--- config.mk ---
export PLATFORM = sky130hd
export DESIGN_NAME = vend_payout
export DESIGN_NICKNAME = d
export VERILOG_FILES = /design/src/rtl/vend_payout.sv
export SDC_FILE = /design/constraint.sdc
export NUM_CORES = 1
export LEC_CHECK = 0
export BUFFER_PORTS_ARGS = -buffer_cell sky130_fd_sc_hd__buf_2
export CAP_MARGIN = 15
export CORE_UTILIZATION = 55
export CTS_BUF_LIST = sky130_fd_sc_hd__clkbuf_4
export DETAILED_ROUTE_END_ITERATION = 8
export PLACE_DENSITY = 0.81
export SLEW_MARGIN = 25
export SYNTH_ARGS = -nofsm -noshare
export SYNTH_HDL_FRONTEND = slang
export SYNTH_SLANG_ARGS = --single-unit
--- constraint.sdc ---
create_clock -name clk -period 2.1 [get_ports clk]
set_input_delay 0.315 -clock clk [delete_from_list [all_inputs] [get_ports clk]]
set_output_delay 0.315 -clock clk [all_outputs]
set_load 0.005 [all_outputs]
--- src/rtl/vend_payout.sv ---
// vend_payout: dispense back-end for the coin-operated vend controller.
// Queues product/change requests and sequences the motor and 10tk hopper.

module vend_payout #(
    parameter int PULSE_W = 4,
    parameter int ACK_TO  = 16,
    parameter int DEPTH   = 4
) (
    input  logic       clk,
    input  logic       res,
    input  logic       req,
    input  logic       prod,
    input  logic [1:0] change,
    input  logic       hopper_ack,
    input  logic       hopper_empty,
    input  logic       clr_fault,
    output logic       motor,
    output logic       coin_rel,
    output logic       busy,
    output logic       fault,
    output logic [1:0] owed,
    output logic       ovf,
    output logic [7:0] paid_cnt
);

    localparam int AW = (DEPTH > 1) ? $clog2(DEPTH) : 1;
    localparam logic [7:0] PW_LAST = 8'(PULSE_W - 1);
    localparam logic [7:0] AT_LAST = 8'(ACK_TO - 1);
    localparam logic [AW:0] FULL_CNT = (AW + 1)'(DEPTH);
    localparam logic [AW:0] ONE = (AW + 1)'(1);

    typedef enum logic [2:0] {
        IDLE  = 3'd0,
        LOAD  = 3'd1,
        PROD  = 3'd2,
        COIN  = 3'd3,
        WAIT  = 3'd4,
        FAULT = 3'd5
    } state_t;

    state_t state;
    state_t state_n;
    state_t coin_go;

    logic [2:0]    mem [DEPTH];
    logic [AW-1:0] wr_ptr;
    logic [AW-1:0] rd_ptr;
    logic [AW:0]   count;
    logic [AW:0]   count_n;
    logic [2:0]    head;
    logic [1:0]    ncoins;
    logic          full;
    logic          empty;
    logic          want;
    logic          push;
    logic          pop;
    logic          bad;

    logic [7:0] cnt;
    logic [7:0] cnt_n;
    logic       ack_ok;
    logic       motor_n;
    logic       coin_rel_n;
    logic       busy_n;
    logic       fault_n;
    logic       ovf_n;
    logic [1:0] owed_n;
    logic [7:0] paid_n;

    // Request capture: an illegal change code still dispenses the product.
    assign bad    = req && (change == 2'b11);
    assign ncoins = (change == 2'b11) ? 2'b00 : change;
    assign want   = req && (prod || change == 2'b01 || change == 2'b10);
    assign full   = (count == FULL_CNT);
    assign empty  = (count == '0);
    assign push   = want && !full;
    assign pop    = (state == LOAD);
    assign head   = mem[rd_ptr];

    always_comb begin
        count_n = count;
        if (push && !pop)
            count_n = count + ONE;
        else if (pop && !push)
            count_n = count - ONE;
    end

    always_ff @(posedge clk) begin
        if (push)
            mem[wr_ptr] <= {prod, ncoins};
    end

    always_ff @(posedge clk or posedge res) begin
        if (res) begin
            wr_ptr <= '0;
            rd_ptr <= '0;
            count  <= '0;
        end else begin
            if (push)
                wr_ptr <= wr_ptr + 1'b1;
            if (pop)
                rd_ptr <= rd_ptr + 1'b1;
            count <= count_n;
        end
    end

    // Every path into COIN checks the hopper first; an empty hopper faults.
    assign coin_go = hopper_empty ? FAULT : COIN;
    assign ack_ok  = (state == WAIT) && hopper_ack;

    always_ff @(posedge clk or posedge res) begin
        if (res)
            state <= IDLE;
        else
            state <= state_n;
    end

    always_comb begin
        state_n = state;
        unique case (state)
            IDLE: begin
                if (!empty)
                    state_n = LOAD;
            end
            LOAD: begin
                if (head[2])
                    state_n = PROD;
                else if (head[1:0] != 2'b00)
                    state_n = coin_go;
                else
                    state_n = IDLE;
            end
            PROD: begin
                if (cnt == PW_LAST)
                    state_n = (owed != 2'b00) ? coin_go : IDLE;
            end
            COIN: begin
                if (cnt == PW_LAST)
                    state_n = WAIT;
            end
            WAIT: begin
                if (hopper_ack)
                    state_n = (owed == 2'd1) ? IDLE : coin_go;
                else if (cnt == AT_LAST)
                    state_n = FAULT;
            end
            FAULT: begin
                if (clr_fault)
                    state_n = coin_go;
            end
            default: state_n = IDLE;
        endcase
    end

    // Outputs are computed from the next state and registered.
    always_comb begin
        motor_n    = (state_n == PROD);
        coin_rel_n = (state_n == COIN);
        fault_n    = (state_n == FAULT);
        busy_n     = (count_n != '0) || (state_n != IDLE);
        ovf_n      = ovf || bad || (want && full);
        owed_n     = owed;
        paid_n     = paid_cnt;
        cnt_n      = 8'd0;
        if (state == LOAD)
            owed_n = head[1:0];
        if (ack_ok) begin
            owed_n = owed - 2'd1;
            paid_n = paid_cnt + 8'd1;
        end
        if (state_n == state &&
            (state == PROD || state == COIN || state == WAIT))
            cnt_n = cnt + 8'd1;
    end

    always_ff @(posedge clk or posedge res) begin
        if (res) begin
            cnt      <= 8'd0;
            motor    <= 1'b0;
            coin_rel <= 1'b0;
            busy     <= 1'b0;
            fault    <= 1'b0;
            ovf      <= 1'b0;
            owed     <= 2'd0;
            paid_cnt <= 8'd0;
        end else begin
            cnt      <= cnt_n;
            motor    <= motor_n;
            coin_rel <= coin_rel_n;
            busy     <= busy_n;
            fault    <= fault_n;
            ovf      <= ovf_n;
            owed     <= owed_n;
            paid_cnt <= paid_n;
        end
    end

endmodule

After elaboration in Yosys (flattened, before gate mapping)
Memory sizes are Yosys's and may differ from the RTL's.
Cells that the tools add are included.
{ "op_classes": {"bitwise": 0, "reduce_logical": 25, "muxes": 20, "eq_ne": 16, "n_div": 0, "multipliers": 0, "n_lt_le_gt_ge": 0, "shift": 0, "n_addsub": 7} }
{ "op_table": {"columns": ["op", "n"], "rows": [
  ["two-way mux 3 bit", 13],
  ["case mux 3 bit (6 select lines)", 1],
  ["adder 8 x 1 -> 8 bit, second input constant", 2],
  ["== test 3 x 2 -> 1 bit, second input constant", 4],
  ["== test 3 bit, second input constant", 4],
  ["== test 8 x 2 -> 1 bit, second input constant", 1],
  ["== test 8 x 4 -> 1 bit, second input constant", 1],
  ["logical AND 1 bit", 8],
  ["two-way mux 8 bit", 1],
  ["logical OR 1 bit", 7],
  ["zero test 3 bit", 2],
  ["two-way mux 2 bit", 3],
  ["nonzero test 2 bit", 3],
  ["nonzero test 3 bit", 2],
  ["adder 2 x 1 -> 2 bit, second input constant", 2],
  ["== test 2 x 1 -> 1 bit, second input constant", 2],
  ["== test 2 bit, second input constant", 2],
  ["adder 3 x 1 -> 3 bit, second input constant", 1],
  ["== test 3 x 1 -> 1 bit, second input constant", 1],
  ["== test 3 bit", 1],
  ["zero test 1 bit", 3],
  ["subtractor 3 x 1 -> 3 bit, second input constant", 1],
  ["two-way mux 1 bit", 2],
  ["subtractor 2 x 1 -> 2 bit, second input constant", 1]
]} }
{ "word_totals": {"inputBits": 9, "wordCells": 81, "romBits": 0, "memories": 1, "register_bits": 33, "out_inout_bits": 15, "ram_bits": 12, "latchBits": 0} }
{ "mem_list": {"columns": ["memory", "words", "width", "read_ports", "rd_ports_with_merged_regs", "write_ports", "line_no", "rtl"], "rows": [
  ["mem", 4, 3, 1, 0, 1, "45", "logic [2:0] mem [DEPTH];"]
]} }

Depth between registers and ports, before layout
Gate-level depths: netlist of run 1.
{ "logic_depth": {"ltp_word": 11, "depth_mapped": 8, "ltp_nobuf": 7} }

Worst setup path after synthesis of run 1
OpenSTA, ideal clock, no wires.
{ "synth_path": {"path_kind": "flip-flop to flip-flop", "start": "register cnt[5]", "end": "register coin_rel", "period_less_slack_ns": 1.873, "required_time_ns": 2.034, "setup_time_ns": 0.066, "path_stages_with_launch": 6, "path_slack_ns": 0.227, "t_arrival_ns": 1.807, "path_buffers": 0, "path_cell_list": "dfrtp_1 or4_1 o311a_1 or3_4 o211ai_2 and2_1"} }
{ "synth_via": {"elab_chain_cells": 5, "elab_cells_between_ends": 8, "classes_between": "eq/ne (3); mux (5)"} }
{ "synth_lines": {"columns": ["element", "line_no", "rtl"], "rows": [
  ["start: declaration", "59", "logic [7:0] cnt;"],
  ["start signal: assignment", "187", "cnt <= cnt_n;"],
  ["== test 8 x 4 -> 1 bit", "144", "else if (cnt == AT_LAST)"],
  ["two-way mux 3 bit", "144", null],
  ["two-way mux 3 bit", "142", "if (hopper_ack)"],
  ["case mux 3 bit (6 select lines) (*)", "120", "unique case (state)"],
  ["named net state_n[0]", "42", "state_t state_n;"],
  ["== test 3 x 2 -> 1 bit (*)", "158", "coin_rel_n = (state_n == COIN);"],
  ["named net coin_rel_n", "63", "logic coin_rel_n;"],
  ["end signal: assignment", "189", "coin_rel <= coin_rel_n;"],
  ["end: declaration", "18", "output logic coin_rel,"]
]} }
Mark *: on every way through the listed nets, which the timed path passes. The rest lies on a longest branch.
A chain may end at the register's enable or synchronous reset.

Final worst setup path of run 1
{ "layout_path": {"start": "register cnt[4]", "end": "register fault"} }
{ "layout_via": {"elab_chain_cells": 5, "elab_cells_between_ends": 8, "classes_between": "eq/ne (3); mux (5)"} }
{ "layout_lines": {"columns": ["element", "line_no", "rtl"], "rows": [
  ["== test 8 x 4 -> 1 bit", "144", null],
  ["two-way mux 3 bit", "144", null],
  ["two-way mux 3 bit", "142", null],
  ["case mux 3 bit (6 select lines) (*)", "120", null],
  ["named net state_n[0]", "42", null],
  ["== test 3 bit (*)", "159", "fault_n = (state_n == FAULT);"],
  ["named net fault_n", "65", "logic fault_n;"],
  ["end signal: assignment", "191", "fault <= fault_n;"],
  ["end: declaration", "20", "output logic fault,"]
]} }
Marked as above.

==> impl_metrics.yaml, run 1 <==
finish:
  fillers: 331
  nets: 257
  n_antenna_cell: 0
  layout-drive-gt1-share: 0.227
  final_area_sq_um: 2630
  areaGrowthSynthToFinish_pct: 13.5
  final_util: 0.652
power_and_ir_drop:
  p_per_area_nw_per_um2: 1190
  power.leakage_nw: 1.17
  peakVddDrop_uv: 768
yosys:
  yosysTopAreaCellShare: 0.357
  syn-cell-area_sq_um: 2310
  async_flop_share: 0.733
  ys.flop_type: "dfrtp_1"
  ys_top_cells_by_count: "dfrtp_1, nor2_1, inv_1"
  avgSynthCellArea_sq_um: 11.3
  syn_inst: 205
  yosysMostFrequentCell: "dfrtp_1"
  synth_edf_count: 12
  yosysUniqueCellTypes: 48
  ys_ff_latch: 45
  yosysWarnings: 0
  syn_nets: 225
  synth_largest_area_cell: "dfrtp_1"
  ys_seq_area_frac: 0.513
  synth_area_leaders: "dfrtp_1, edfxtp_1, ha_1"
drt:
  first_pass_iters: 4
  wire_per_inst_um: 13.7
  via_count: 1603
  vias_per_cell: 5.57
  drc: 0
  drtIter0Drc: 71
  routed_wl_um: 3930
  final_antenna_net_count: 0
floorplanning:
  core_area_sq_um: 4030
  rows: 23
  die_w_um: 66.9
  die_area_sq_um: 4470
  io_pins: 24
  initial_core_util: 0.574
  die_h_um: 66.9
clock_network:
  cts_tree: "built"
  cts_sinks: 45
  clk_pin_slew_ps: 130
  cts_max_level: 2
  cts_buffers: 5
  clock_latency_ps: 350
  cts-root-buf: "clkbuf_4"
  clockBufferDepth: 2
placed_design:
  numPortBuffers: 23
  pre_cts_slack_ps: 64.1
  placed_cell_area_sq_um: 2520
  place.gp.congestion: 0.797
  dp_hpwl_um: 2930
global_route:
  overflow: 0
  grt_pass1_wl_um: 6580
  grt_start_max_net_pins: 34
  antenna_found_initial: 0
  grt_pass1_vias: 1543
  grt.total_usage: 0.202
sta:
  slew_headroom: 0.723
  final-hold-violation-count: 0
  finalCritPeriodShare: 0.950
  rsz0062_at_grt: "no"
  slew_violations: 0
  setup_viol: 0
  worst_slack_ps: 106
  fin_skew_ps: 4.77
  worst_slew_pin_slew_ps: 415
  fmax_mhz: 501
  period_needed_ps: 1990
  hold_ws_ps: 20.6
  finalSetupTns_ps: 0
run:
  maxCapViolCount: 0
worst_setup_path:
  cp_max_fo: 5
  cp-start-kind: "flop"
  arrival_ps: 2300
  end_kind: "flop"
  worstSetupPathType: "reg -> reg"
  required_ps: 2410
min_path:
  hp-class: "in -> async"
run_status:
  status: "finished clean"
state kept, by name, indices dropped and copies added (netlist names):
name	flops
wr_ptr	2
mem	12
count	3
ovf	1
motor	1
busy	1
owed	2
fault	1
rd_ptr	2
paid_cnt	8
cnt	8
state	3
coin_rel	1
final timing paths:
kind	startpoint	cells after the start	to	slack [ps]
hold reg to reg	paid_cnt[7]	1	paid_cnt[7]	480
setup / recovery	cnt[4]	5	fault	110
hold / removal	res	3	paid_cnt[0]	20
min in group clk	prod	1	mem[2][2]	210
setup reg to reg	cnt[4]	5	fault	110
max in group asynchronous	res	3	rd_ptr[0]	1760
report_power, final:
| group | switching (mW) | internal, mW |
|---|---|---|
| Clock | 0.276 | 0.252 |
| Combinational | 0.653 | 0.630 |
| Sequential | 0.206 | 1.12 |
per-layer routing:
layer	vias up	part of all wire	track usage
met5	-	0	0
met4	0	0.012	0.0931
met3	7	0.039	0.0479
met2	32	0.51	0.351
met1	771	0.44	0.233
li1	793	-	-
stage by stage:
stage | power, mW | std cells
2_1_floorplan | 2.26 | 205
4_1_cts | 3.15 | 287
3_3_place_gp | 2.55 | 279
3_5_place_dp | 2.61 | 279
5_1_grt | 3.38 | 288
6_report | 3.14 | 288
cells in the final DEF (no fill, tap or decap), drive strengths merged, types with 8 or more instances in the layout:
cell | netlist | final
nand2b | 8 | 8
inv | 13 | 13
ha | 11 | 11
xnor2 | 12 | 12
edfxtp | 12 | 12
nand2 | 12 | 12
buf | 1 | 30
nor2 | 16 | 16
dfrtp | 33 | 33
logic make-up after synthesis:
logic type | share of synthesized area
XOR/XNOR | 0.0719
adder cells (fa/ha/maj) | 0.0681
multiplexers | 0.0471
AO/OA/AOI/OAI | 0.0925
buffers and inverters | 0.0297
AND/OR/NAND/NOR | 0.178
flip-flops | 0.513
layout make-up:
type / count / area (sq um) / area share
Clock inverter: 3 / 46.3 / 0.0176
Clock buffer: 5 / 37.5 / 0.0143
Multi-Input combinational cell: 142 / 1080 / 0.410
Tap cell: 50 / 62.6 / 0.0238
Sequential cell: 45 / 1190 / 0.452
Inverter: 13 / 48.8 / 0.0186
Timing Repair Buffer: 30 / 168 / 0.0638
timing repair:
| action | CTS | global route |
|---|---|---|
| setup buffers | 0 | 1 |
| endpoints found under the setup margin | 0 | 12 |
| hold endpoints to repair | 0 | 0 |
| hold buffers | 0 | 0 |
| gates resized for setup | 0 | 4 |
worst max-delay path, stage by stage, from the launching register on:
cell      delay [ps]
dfrtp_1          450
or4_1            520
o311a_1          370
or3_4            350
o211ai_2         110
and2_1           150
(Power assumes the default switching activity.)
==> run 2: changes to the inputs <==
--- a/config.mk
+++ b/config.mk
@@ -5,12 +5,12 @@
 export SDC_FILE = /design/constraint.sdc
 export NUM_CORES = 1
 export LEC_CHECK = 0
-export BUFFER_PORTS_ARGS = -buffer_cell sky130_fd_sc_hd__buf_2
 export CAP_MARGIN = 15
 export CORE_UTILIZATION = 55
 export CTS_BUF_LIST = sky130_fd_sc_hd__clkbuf_4
 export DETAILED_ROUTE_END_ITERATION = 8
-export PLACE_DENSITY = 0.81
+export DONT_BUFFER_PORTS = 1
+export PLACE_DENSITY = 0.76
 export SLEW_MARGIN = 25
 export SYNTH_ARGS = -nofsm -noshare
 export SYNTH_HDL_FRONTEND = slang
==> constraint.sdc (replaced) <==
create_clock -name clk -period 2.1 [get_ports clk]
set_input_delay 0.21 -clock clk [delete_from_list [all_inputs] [get_ports clk]]
set_output_delay 0.21 -clock clk [all_outputs]
set_load 0.005 [all_outputs]
==> impl_metrics.yaml, run 2 (synthesized netlist as in run 1, its figures left out) <==
sta:
  setup_viol: 0
  worst_slew_pin_slew_ps: 475
  hold_ws_ps: 78.5
  rsz0062_at_grt: "yes"
  period_needed_ps: 2020
  slew_headroom: 0.681
  fmax_mhz: 496
  slew_violations: 0
  final-hold-violation-count: 0
  fin_skew_ps: 10.7
  finalCritPeriodShare: 0.961
power_and_ir_drop:
  peakVddDrop_uv: 684
  p_total_mw: 2.97
  power.leakage_nw: 1.06
  p_per_area_nw_per_um2: 1200
finish:
  final_area_sq_um: 2480
  largest_register_ffs: 12
  areaGrowthSynthToFinish_pct: 7.25
  layout-drive-gt1-share: 0.121
  layout_commonest_cell: "dfrtp_1"
  final_cell_mix: "dfrtp_1, nor2_1, inv_1"
  n_antenna_cell: 0
  top_regs: "mem: 12 flops, cnt: 8 flops, paid_cnt: 8 flops"
  fillers: 345
  nets: 234
  regMostFlops: "mem"
drt:
  wire_per_inst_um: 16.4
  via_count: 1541
  routed_wl_um: 4360
  drtIter0Drc: 103
  drc: 0
  vias_per_cell: 5.82
  final_antenna_net_count: 0
  first_pass_iters: 4
floorplanning:
  io_pins: 24
  initial_core_util: 0.574
  rows: 23
  core_area_sq_um: 4030
  die_h_um: 66.9
  die_area_sq_um: 4470
  die_w_um: 66.9
global_route:
  grt.total_usage: 0.212
  grt_pass1_wl_um: 6870
  grt_pass1_vias: 1555
  antenna_found_initial: 0
  grt_start_max_net_pins: 34
  overflow: 0
clock_network:
  clock_latency_ps: 350
  clk_pin_slew_ps: 130
  cts-root-buf: "clkbuf_4"
  cts_tree: "built"
  cts_buffers: 5
  cts_sinks: 45
  cts_max_level: 2
  clockBufferDepth: 2
  cts_setup_buffers: 0
worst_setup_path:
  cp-start-kind: "flop"
  required_ps: 2330
  arrival_ps: 2250
  worstSetupPathType: "reg -> reg"
  end_kind: "flop"
  cp_max_fo: 8
placed_design:
  placed_cell_area_sq_um: 2390
  place.gp.congestion: 0.892
  dp_hpwl_um: 3250
  numPortBuffers: 0
min_path:
  hp-class: "in -> reg"
run_status:
  status: "finished clean"
run:
  maxCapViolCount: 0
==> run 2: layout make-up <==
class	instances	area (sq um)	area share
Sequential cell	45	1190	0.479
Multi-Input combinational cell	142	1060	0.429
Tap cell	50	62.6	0.0252
Timing Repair Buffer	7	60.1	0.0242
Clock buffer	7	52.6	0.0212
Inverter	13	48.8	0.0197
Clock inverter	1	6.26	0.00252
==> run 2: timing repair <==
action | 4_1_cts | 5_1_grt
resized for setup | 0 | 2
hold buffers | 3 | 0
endpoints found under the hold margin | 38 | 0
setup endpoints to repair | 0 | 6
==> run 2: per-stage QoR <==
step / worst slack (ps) / utilization / cells / setup TNS, ps
floorplan: 227 / - / 205 / 0
global placement: 104 / 0.592 / 254 / 0
detailed placement: 75.9 / 0.592 / 254 / 0
CTS: 34.3 / 0.614 / 265 / 0
global route: -6.82 / 0.616 / 265 / -9.95
finish: 81.9 / 0.616 / 265 / 0
==> run 2: critical path, stage by stage (launching register included) <==
cell,delay [ps]
dfrtp_1,460
or4_1,540
o311a_1,360
nor4_1,210
a311o_2,250
nor3_1,70
==> run 2: final timing paths <==
path	from	end	slack [ps]	depth (start not counted)
max reg2reg	cnt[5]	cnt[0]	80	5
max	cnt[5]	cnt[0]	80	5
min	change[1]	mem[2][0]	80	1
min reg2reg	cnt[0]	cnt[0]	490	1
max in group asynchronous	res	owed[0]	1400	3
min in group asynchronous	res	cnt[7]	370	3
==> run 2: where the power goes <==
| group | internal (mW) | switching [mW] | total, mW |
|---|---|---|---|
| registers | 1.12 | 0.220 | 1.34 |
| clock network | 0.159 | 0.264 | 0.423 |
| logic | 0.571 | 0.631 | 1.20 |
| total | 1.85 | 1.11 | 2.97 |
==> run 2: per-layer routing <==
| metal | share of wire | track usage | wire length [um] |
|---|---|---|---|
| met1 | 0.41 | 0.240 | 1770 |
| met4 | 0.020 | 0.0851 | 85 |
| met5 | 0 | 0 | 0 |
| met3 | 0.057 | 0.0616 | 249 |
| met2 | 0.52 | 0.371 | 2260 |
